<file path="src/rtl/noc_pkg.sv">
// Shared FSM state type and flit field helpers for the mesh NoC processing element.
package noc_pkg;

  typedef enum logic [1:0] {StIdle, StSend, StGap, StDone} tx_state_e;

  // Flits are built at this width and then truncated to the instance's FLIT_W.
  localparam int unsigned FlitMaxW = 64;

  function automatic int unsigned id_width(input int unsigned num_nodes);
    return (num_nodes > 1) ? $clog2(num_nodes) : 1;
  endfunction

  function automatic int unsigned dest_lsb(input int unsigned data_w);
    return data_w;
  endfunction

  function automatic int unsigned src_lsb(input int unsigned id_w, input int unsigned data_w);
    return id_w + data_w;
  endfunction

  // Flit layout, MSB first: {src, dest, payload}.
  function automatic logic [FlitMaxW-1:0] pack_flit(input int unsigned        id_w,
                                                     input int unsigned        data_w,
                                                     input logic [31:0]        src,
                                                     input logic [31:0]        dest,
                                                     input logic [FlitMaxW-1:0] payload);
    logic [FlitMaxW-1:0] id_mask;
    logic [FlitMaxW-1:0] data_mask;
    id_mask   = (FlitMaxW'(1) << id_w) - FlitMaxW'(1);
    data_mask = (FlitMaxW'(1) << data_w) - FlitMaxW'(1);
    return ((FlitMaxW'(src) & id_mask) << src_lsb(id_w, data_w)) |
           ((FlitMaxW'(dest) & id_mask) << dest_lsb(data_w)) |
           (payload & data_mask);
  endfunction

endpackage

</file>
<file path="src/rtl/noc_rx_scoreboard.sv">
// Receive side of the PE: saturating flit counter plus, with NOC_PE_SCOREBOARD_EN defined,
// a per-source expected-sequence table that counts out-of-order or misrouted flits.
module noc_rx_scoreboard
  import noc_pkg::*;
#(
  parameter int unsigned ID_W   = 2,
  parameter int unsigned DATA_W = 8,
  localparam int unsigned FLIT_W = 2 * ID_W + DATA_W
) (
  input  logic              clock,
  input  logic              reset,
  input  logic [ID_W-1:0]   my_id,
  input  logic [FLIT_W-1:0] in_flit,
  input  logic              in_valid,
  output logic [15:0]       rx_count,
  output logic [15:0]       rx_err_count
);

  logic [15:0] rx_count_q;

  always_ff @(posedge clock or posedge reset) begin
    if (reset) begin
      rx_count_q <= '0;
    end else if (in_valid && (rx_count_q != 16'hFFFF)) begin
      rx_count_q <= rx_count_q + 16'd1;
    end
  end

  assign rx_count = rx_count_q;

`ifdef NOC_PE_SCOREBOARD_EN
  // One entry per encodable source ID, which covers every node in the mesh.
  localparam int unsigned Entries = 2 ** ID_W;

  logic [ID_W-1:0]   src;
  logic [ID_W-1:0]   dest;
  logic [DATA_W-1:0] payload;
  logic [DATA_W-1:0] exp_q [Entries];
  logic [15:0]       err_q;
  logic              mismatch;

  assign src      = in_flit[FLIT_W-1 -: ID_W];
  assign dest     = in_flit[DATA_W +: ID_W];
  assign payload  = in_flit[DATA_W-1:0];
  assign mismatch = (payload != exp_q[src]) || (dest != my_id);

  always_ff @(posedge clock or posedge reset) begin
    if (reset) begin
      for (int i = 0; i < Entries; i++) begin
        exp_q[i] <= '0;
      end
      err_q <= '0;
    end else if (in_valid) begin
      // Resync on every flit so one dropped flit is reported once, not forever.
      exp_q[src] <= payload + 1'b1;
      if (mismatch && (err_q != 16'hFFFF)) begin
        err_q <= err_q + 16'd1;
      end
    end
  end

  assign rx_err_count = err_q;
`else
  logic unused_flit;
  assign unused_flit  = ^{in_flit, my_id};
  assign rx_err_count = '0;
`endif

endmodule

</file>
<file path="src/rtl/noc_pe_traffic_gen.sv">
// Processing-element traffic generator/sink for one mesh NoC router local port.
// Define NOC_PE_SCOREBOARD_EN to enable per-source sequence checking of received flits.
module noc_pe_traffic_gen
  import noc_pkg::*;
#(
  parameter int unsigned NUM_NODES = 4,
  parameter int unsigned MY_ID     = 0,
  parameter int unsigned CNT_W     = 8,
  parameter int unsigned DATA_W    = 8,
  parameter int unsigned INJ_GAP   = 0,
  localparam int unsigned ID_W   = id_width(NUM_NODES),
  localparam int unsigned CFG_W  = 1 + ID_W + CNT_W,
  localparam int unsigned FLIT_W = 2 * ID_W + DATA_W
) (
  input  logic              clock,
  input  logic              reset,
  input  logic [CFG_W-1:0]  pe_configure,
  output logic              pe_ready,
  output logic              tx_done,
  output logic              cfg_err,
  output logic [FLIT_W-1:0] out_flit,
  output logic              out_valid,
  input  logic              out_ready,
  input  logic [FLIT_W-1:0] in_flit,
  input  logic              in_valid,
  output logic              in_ready,
  output logic [15:0]       rx_count,
  output logic [15:0]       rx_err_count
);

  localparam int unsigned GAP_W = (INJ_GAP > 1) ? $clog2(INJ_GAP + 1) : 1;

  logic              go;
  logic              go_q;
  logic              start;
  logic [ID_W-1:0]   cfg_dest;
  logic [CNT_W-1:0]  cfg_count;
  tx_state_e         state_q, state_d;
  logic [ID_W-1:0]   dest_q, dest_d;
  logic [CNT_W-1:0]  remain_q, remain_d;
  logic [DATA_W-1:0] seq_q, seq_d;
  logic [GAP_W-1:0]  gap_q, gap_d;
  logic              cfg_err_q, cfg_err_d;

  assign go        = pe_configure[CFG_W-1];
  assign cfg_dest  = pe_configure[CNT_W +: ID_W];
  assign cfg_count = pe_configure[CNT_W-1:0];
  // Only a rising edge of go requests a burst; a held level never retriggers.
  assign start     = go & ~go_q;

  always_ff @(posedge clock or posedge reset) begin
    if (reset) begin
      state_q   <= StIdle;
      go_q      <= 1'b0;
      dest_q    <= '0;
      remain_q  <= '0;
      seq_q     <= '0;
      gap_q     <= '0;
      cfg_err_q <= 1'b0;
    end else begin
      state_q   <= state_d;
      go_q      <= go;
      dest_q    <= dest_d;
      remain_q  <= remain_d;
      seq_q     <= seq_d;
      gap_q     <= gap_d;
      cfg_err_q <= cfg_err_d;
    end
  end

  always_comb begin
    state_d   = state_q;
    dest_d    = dest_q;
    remain_d  = remain_q;
    seq_d     = seq_q;
    gap_d     = gap_q;
    cfg_err_d = 1'b0;
    unique case (state_q)
      StIdle: begin
        if (start) begin
          if ((cfg_count == '0) || (cfg_dest == ID_W'(MY_ID))) begin
            cfg_err_d = 1'b1;
          end else begin
            state_d  = StSend;
            dest_d   = cfg_dest;
            remain_d = cfg_count;
            seq_d    = '0;
          end
        end
      end
      StSend: begin
        if (out_ready) begin
          seq_d    = seq_q + 1'b1;
          remain_d = remain_q - 1'b1;
          if (remain_q == CNT_W'(1)) begin
            state_d = StDone;
          end else if (INJ_GAP > 0) begin
            state_d = StGap;
            gap_d   = GAP_W'(INJ_GAP - 1);
          end
        end
      end
      StGap: begin
        if (gap_q == '0) begin
          state_d = StSend;
        end else begin
          gap_d = gap_q - 1'b1;
        end
      end
      StDone: begin
        state_d = StIdle;
      end
      default: begin
        state_d = StIdle;
      end
    endcase
  end

  // Outputs decode straight from state so reset clears them without waiting for a clock.
  assign pe_ready  = (state_q == StIdle);
  assign out_valid = (state_q == StSend);
  assign tx_done   = (state_q == StDone);
  assign cfg_err   = cfg_err_q;
  assign in_ready  = 1'b1;
  assign out_flit  = out_valid ?
                     FLIT_W'(pack_flit(ID_W, DATA_W, 32'(MY_ID), 32'(dest_q), FlitMaxW'(seq_q))) :
                     '0;

  noc_rx_scoreboard #(
    .ID_W   (ID_W),
    .DATA_W (DATA_W)
  ) u_rx_scoreboard (
    .clock        (clock),
    .reset        (reset),
    .my_id        (ID_W'(MY_ID)),
    .in_flit      (in_flit),
    .in_valid     (in_valid),
    .rx_count     (rx_count),
    .rx_err_count (rx_err_count)
  );

endmodule

</file>
<file path="config.mk">
export PLATFORM = sky130hd
export DESIGN_NAME = noc_pe_traffic_gen
export DESIGN_NICKNAME = d
export VERILOG_FILES = /design/src/rtl/noc_pkg.sv /design/src/rtl/noc_rx_scoreboard.sv /design/src/rtl/noc_pe_traffic_gen.sv
export SDC_FILE = /design/constraint.sdc
export NUM_CORES = 1
export LEC_CHECK = 0
export ABC_AREA = 1
export ABC_CLOCK_PERIOD_IN_PS = 1300
export BUFFER_PORTS_ARGS = -buffer_cell sky130_fd_sc_hd__buf_2
export CORE_ASPECT_RATIO = 1.25
export CORE_MARGIN = 2
export CORE_UTILIZATION = 47
export CTS_CLUSTER_DIAMETER = 100
export DETAILED_ROUTE_END_ITERATION = 10
export PLACE_DENSITY_LB_ADDON = 0.1
export SLEW_MARGIN = 20
export SYNTH_ARGS = -nofsm -noshare
export SYNTH_HDL_FRONTEND = slang
export SYNTH_SLANG_ARGS = --single-unit
</file>
<file path="constraint.sdc">
create_clock -name clock -period 1.3 [get_ports clock]
set_input_delay 0.26 -clock clock [delete_from_list [all_inputs] [get_ports clock]]
set_output_delay 0.26 -clock clock [all_outputs]
set_load 0.1 [all_outputs]
</file>
; Word level (Yosys, flattened, before mapping)
; Cells that the tools add are included.
[word_totals]
output_inout_bits = 49
input_bits = 27
wordCells = 54
reg_bits = 39
[classes]
mux = 19
eq_ne = 10
bitwise = 4
n_addsub = 4
n_reduce_logical = 9
[ops]
columns = cell, count
row1 = 8-bit 2-to-1 mux, 6
row2 = 8-bit case mux with 2 select lines, 2
row3 = "16-bit by 1-bit adder with 16-bit output, second input constant", 1
row4 = "16-bit != test, second input constant", 1
row5 = 10-bit 2-to-1 mux, 1
row6 = 2-bit 2-to-1 mux, 5
row7 = 10-bit by 8-bit OR with 10-bit output, 1
row8 = "8-bit by 1-bit adder with 8-bit output, second input constant", 1
row9 = "8-bit by 1-bit == test with 1-bit output, second input constant", 1
row10 = 8-bit logical NOT, 1
row11 = 2-bit case mux with 4 select lines, 1
row12 = "8-bit by 1-bit subtractor with 8-bit output, second input constant", 1
row13 = "2-bit by 1-bit != test with 1-bit output, second input constant", 3
row14 = 5-bit AND reduction, 1
row15 = "2-bit == test, second input constant", 2
row16 = 2-bit logical NOT, 2
row17 = 1-bit 2-to-1 mux, 4
row18 = "2-bit != test, second input constant", 2
row19 = 4-bit AND reduction, 1
row20 = 3-bit AND reduction, 1
row21 = "2-bit by 1-bit == test with 1-bit output, second input constant", 1
row22 = 1-bit NOT, 2
row23 = 2-bit nonzero test, 1
row24 = 1-bit bitwise AND, 1
row25 = other kinds (3), 3

; Logic depth before layout (Yosys ltp)
[logic_depth]
ltp_word = 5
depth_mapped = 10
ltp_nobuf = 10

; Hierarchy
; A second synthesis with hierarchy kept.
[unflattened]
cells_unflattened = 392
area_unflattened_um2 = 2696.3
[by_module_without_submodules]
columns = module, area_each_um2, seq_area_each_um2, cells_per_inst, n_inst
row1 = noc_pe_traffic_gen, 1502.7, 550.5, 225, 1
row2 = noc_rx_scoreboard, 1193.6, 400.4, 167, 1

; Least setup slack after synthesis
; OpenSTA, ideal clock, no wires.
[synth_timing]
path_kind = register to output
start = register state_q[1]
end = output out_flit[0]
n_path_buf = 1
t_required_ns = 1.040
stages_incl_launch_ff = 5
arrival_time_ns = 2.141
setup_slack_ns = -1.101
path_cell_list = dfrtp_1 -> nor2_2 -> inv_2 -> buf_1 -> nor2_1
[synth_between]
elab_chain_cells = 2
[synth_rtl]
columns = item, line_no
row1 = start: declaration, noc_pe_traffic_gen.sv:38  ; tx_state_e state_q, state_d;
row2 = start signal: assignment, noc_pe_traffic_gen.sv:53  ; state_q <= StIdle;
row3 = start signal: assignment, noc_pe_traffic_gen.sv:61  ; state_q <= state_d;
row4 = 2-bit by 1-bit == test with 1-bit output, noc_pe_traffic_gen.sv:121  ; assign out_valid = (state_q == StSend);
row5 = 10-bit 2-to-1 mux, noc_pe_traffic_gen.sv:125  ; assign out_flit = out_valid ?
row6 = end: declaration, noc_pe_traffic_gen.sv:21  ; output logic [FLIT_W-1:0] out_flit,
; No other way between the ends.

; Worst setup path in the final report
[layout_timing]
start = register state_q[1]
end = output out_flit[7]
; The elaborated chain is that of the path after synthesis.

==> reports/results.ini <==
[run_status]
status = finished, violations left
failed_checks = negative hold slack, negative setup slack

[clock_network]
clk_pin_slew_worst_paths_ns = 0.09
clockRootBuffer = clkbuf_8
cts_hold_repair.buffers = 0
cts_max_level = 2
cts.sinks = 38
clock_path_buffers = 2
cts_tree = built
numCtsBuffers = 5
worstSkewPairLatency_ns = 0.30

[critical_path]
cp.required_ns = 1.04
crit_start = state_q[1]$_DFFE_PP0P_
cp_num_buf_inv = 3
worstSetupPathType = reg -> out
cp.depth = 5
r2r-start = state_q[0]$_DFFE_PP0P_
worstSetupStartpointType = register
path_delay_family = flip-flops
endpoint_kind = output pin
cp.arrival_ns = 1.36
cp_slowest_cell = dfrtp_1
crit_fanout = 6
critical-path-max-stage-delay_ns = 0.43
worstPathCellList = nor2_4 > buf_12 > inv_12 > nor2_4 > buf_12
rr_worst_depth = 9

[timing]
maxSlewViolCount = 0
setup_tns_ns = -8.54
timing.final.crit_share = 1.25
finalSetupViolCount = 55
hold_violations = 10
max_freq_ghz = 0.617
rsz0062_at_grt = yes
fin_ws_ns = -0.322
finalClockSkew_ns = 0.0122
min_period_ns = 1.62
whs_ns = -0.00960

[synth]
seq_area_frac_synth = 0.371
synth_area_leaders = dfrtp_1 37%, nand2_1 21%, inv_1 6.9%
synth.most_common_cell = nand2_1
synth.largest_area_cell = dfrtp_1
synth_edf_count = 0
syn_inst = 374
synth_top_area_frac = 0.371
ys_warn_count = 0
postSynthAreaPerCell_sq_um = 6.86
async_reset_ff_frac = 1.00
synth_seq_cells = 38
yosysUniqueCellTypes = 31
yosys_most_used_dff = dfrtp_1
synth_area_sq_um = 2570
ys_top_cells_by_count = 142 x nand2_1, 47 x inv_1, 38 x dfrtp_1, 38 x nor2_1

[detailed_routing]
drc = 0
dr.pass1.iters = 5
drtIter0Drc = 231
drt-total-wl_mm = 8.52
vias_per_cell = 5.14
routed-via-count = 2864
final_antenna_net_count = 0
wire_per_inst_um = 15.3

[placed_design]
dpl.hpwl_mm = 4.78
numPortBuffers = 44
gp_congestion = 0.850

[power_and_ir_drop]
cellPowerDensity_nw_per_um2 = 2160
p_sw_uw = 5010
internal-power_uw = 4810
vdd.ir_drop.worst_mv = 2.22
swShare = 0.510
p_leak_uw = 0.00225
clockPowerShare = 0.128
pwr-share-seq = 0.196
pwr-share-comb = 0.676

[grt]
grt-ovfl-total = 0
grt_max_degree = 39
antenna_found_initial = 0
track_usage = 0.232
grt_pass1_vias = 2485
grt_first_pass_wirelength_mm = 11.4

[floorplan]
fp.dieH_um = 86.6
die_w_um = 70.1
io_pins = 76
core_area_sq_um = 5370
die-area_sq_um = 6070
initial_core_util = 0.478
rows = 30

[cells_and_area]
drive_gt1_frac = 0.487
syn_to_final_growth_pct = 76.8
finalNetCount = 523
diodes = 0
regArea_sq_um = 988
utilization = 0.845
multi_input_area_sq_um = 1710
fillCellCount = 302

[flow_run]
cap_viol_max_count = 0

[hold_path]
hold_class = in -> async

path summary, 6_finish.rpt:
path	end	slack [ns]
worst max-delay path	out_flit[7]	-0.32
worst min-delay path	u_rx_scoreboard.rx_count[10]$_DFFE_PP0P_	-0.01
worst max register to register	remain_q[1]$_DFFE_PP0P_	-0.26
worst min register to register	dest_q[0]$_DFFE_PP0P_	0.52
max in group asynchronous	u_rx_scoreboard.rx_count[0]$_DFFE_PP0P_	1.08
min in group clock	go_q$_DFF_PP0_	0.11
per-stage QoR:
stage,hold WS (ns),area [sq um],total power [uW],setup slack (ns),std cells
floorplan,0.291,2810,5480,-0.364,391
global placement,0.328,3760,7160,-0.0803,524
detailed placement,0.329,3760,7280,-0.131,524
CTS,0.00635,4140,8920,-0.303,543
global route,0.00230,4540,10300,-0.340,557
finish,-0.00960,4540,9820,-0.322,557
metal layers:
layer  vias up  share of wire  GRT usage  wire, um
li1       1345              -          -         -
met1      1368           0.35      0.273      2990
met2       120           0.57      0.426      4820
met3        31          0.046     0.0360       391
met4         0          0.037     0.0874       314
met5         -              0          0         0
logic make-up after synthesis:
family	after synthesis	synth area share
and+or+nand+nor	217	0.366
AOI/OAI and AO/OA	25	0.0507
DFF	38	0.371
other	2	0.00293
adders and majority gates	4	0.0195
xor gates and xnor gates	12	0.0410
buffers and inverters	76	0.149
cells in the final DEF (no fill, tap or decap), types with 14 or more instances in the layout:
| cell type | Yosys | layout |
|---|---|---|
| nor2_1 | 38 | 21 |
| dfrtp_1 | 38 | 22 |
| buf_6 | 3 | 25 |
| nand2_1 | 142 | 98 |
| inv_1 | 47 | 41 |
| nand3_1 | 19 | 14 |
| buf_12 | 0 | 34 |
| buf_2 | 1 | 14 |
| nor2_4 | 2 | 17 |
| nand2_2 | 0 | 32 |
| buf_4 | 19 | 42 |
| conb_1 | 2 | 19 |
what timing repair did:
action | in CTS | in global routing
buffers inserted | 10 | 12
pin swaps | 18 | 27
gates cloned | 1 | 2
endpoints found under the setup margin | 54 | 64
gates resized for setup | 43 | 86
final cells by class:
class,count,area share
multi-input combinational,277,0.376
timing repair buffer,116,0.303
sequential,38,0.218
inverter,52,0.0510
tap,64,0.0177
clock buffer,5,0.0152
clock inverter,3,0.0152
timing repair inverter,2,0.00441
registers in the layout, indices dropped and copies added, names as in the netlist:
| name | count |
|---|---|
| state_q | 2 |
| remain_q | 8 |
| cfg_err | 1 |
| dest_q | 2 |
| go_q | 1 |
| u_rx_scoreboard.rx_count | 16 |
| seq_q | 8 |
power by group through the flow:
stage          registers [uW]  logic (uW)  clock network, uW
2_1_floorplan            2330        3150                  0
3_3_place_gp             1850        5310                  0
3_5_place_dp             1870        5410                  0
4_1_cts                  1860        5810               1250
5_1_grt                  1970        6980               1310
6_report                 1930        6640               1250
worst min-delay path: cells and delay by family:
kind	cells	cell delay (ns)
buffers and inverters	3	0.40
(Power assumes the default switching activity.)
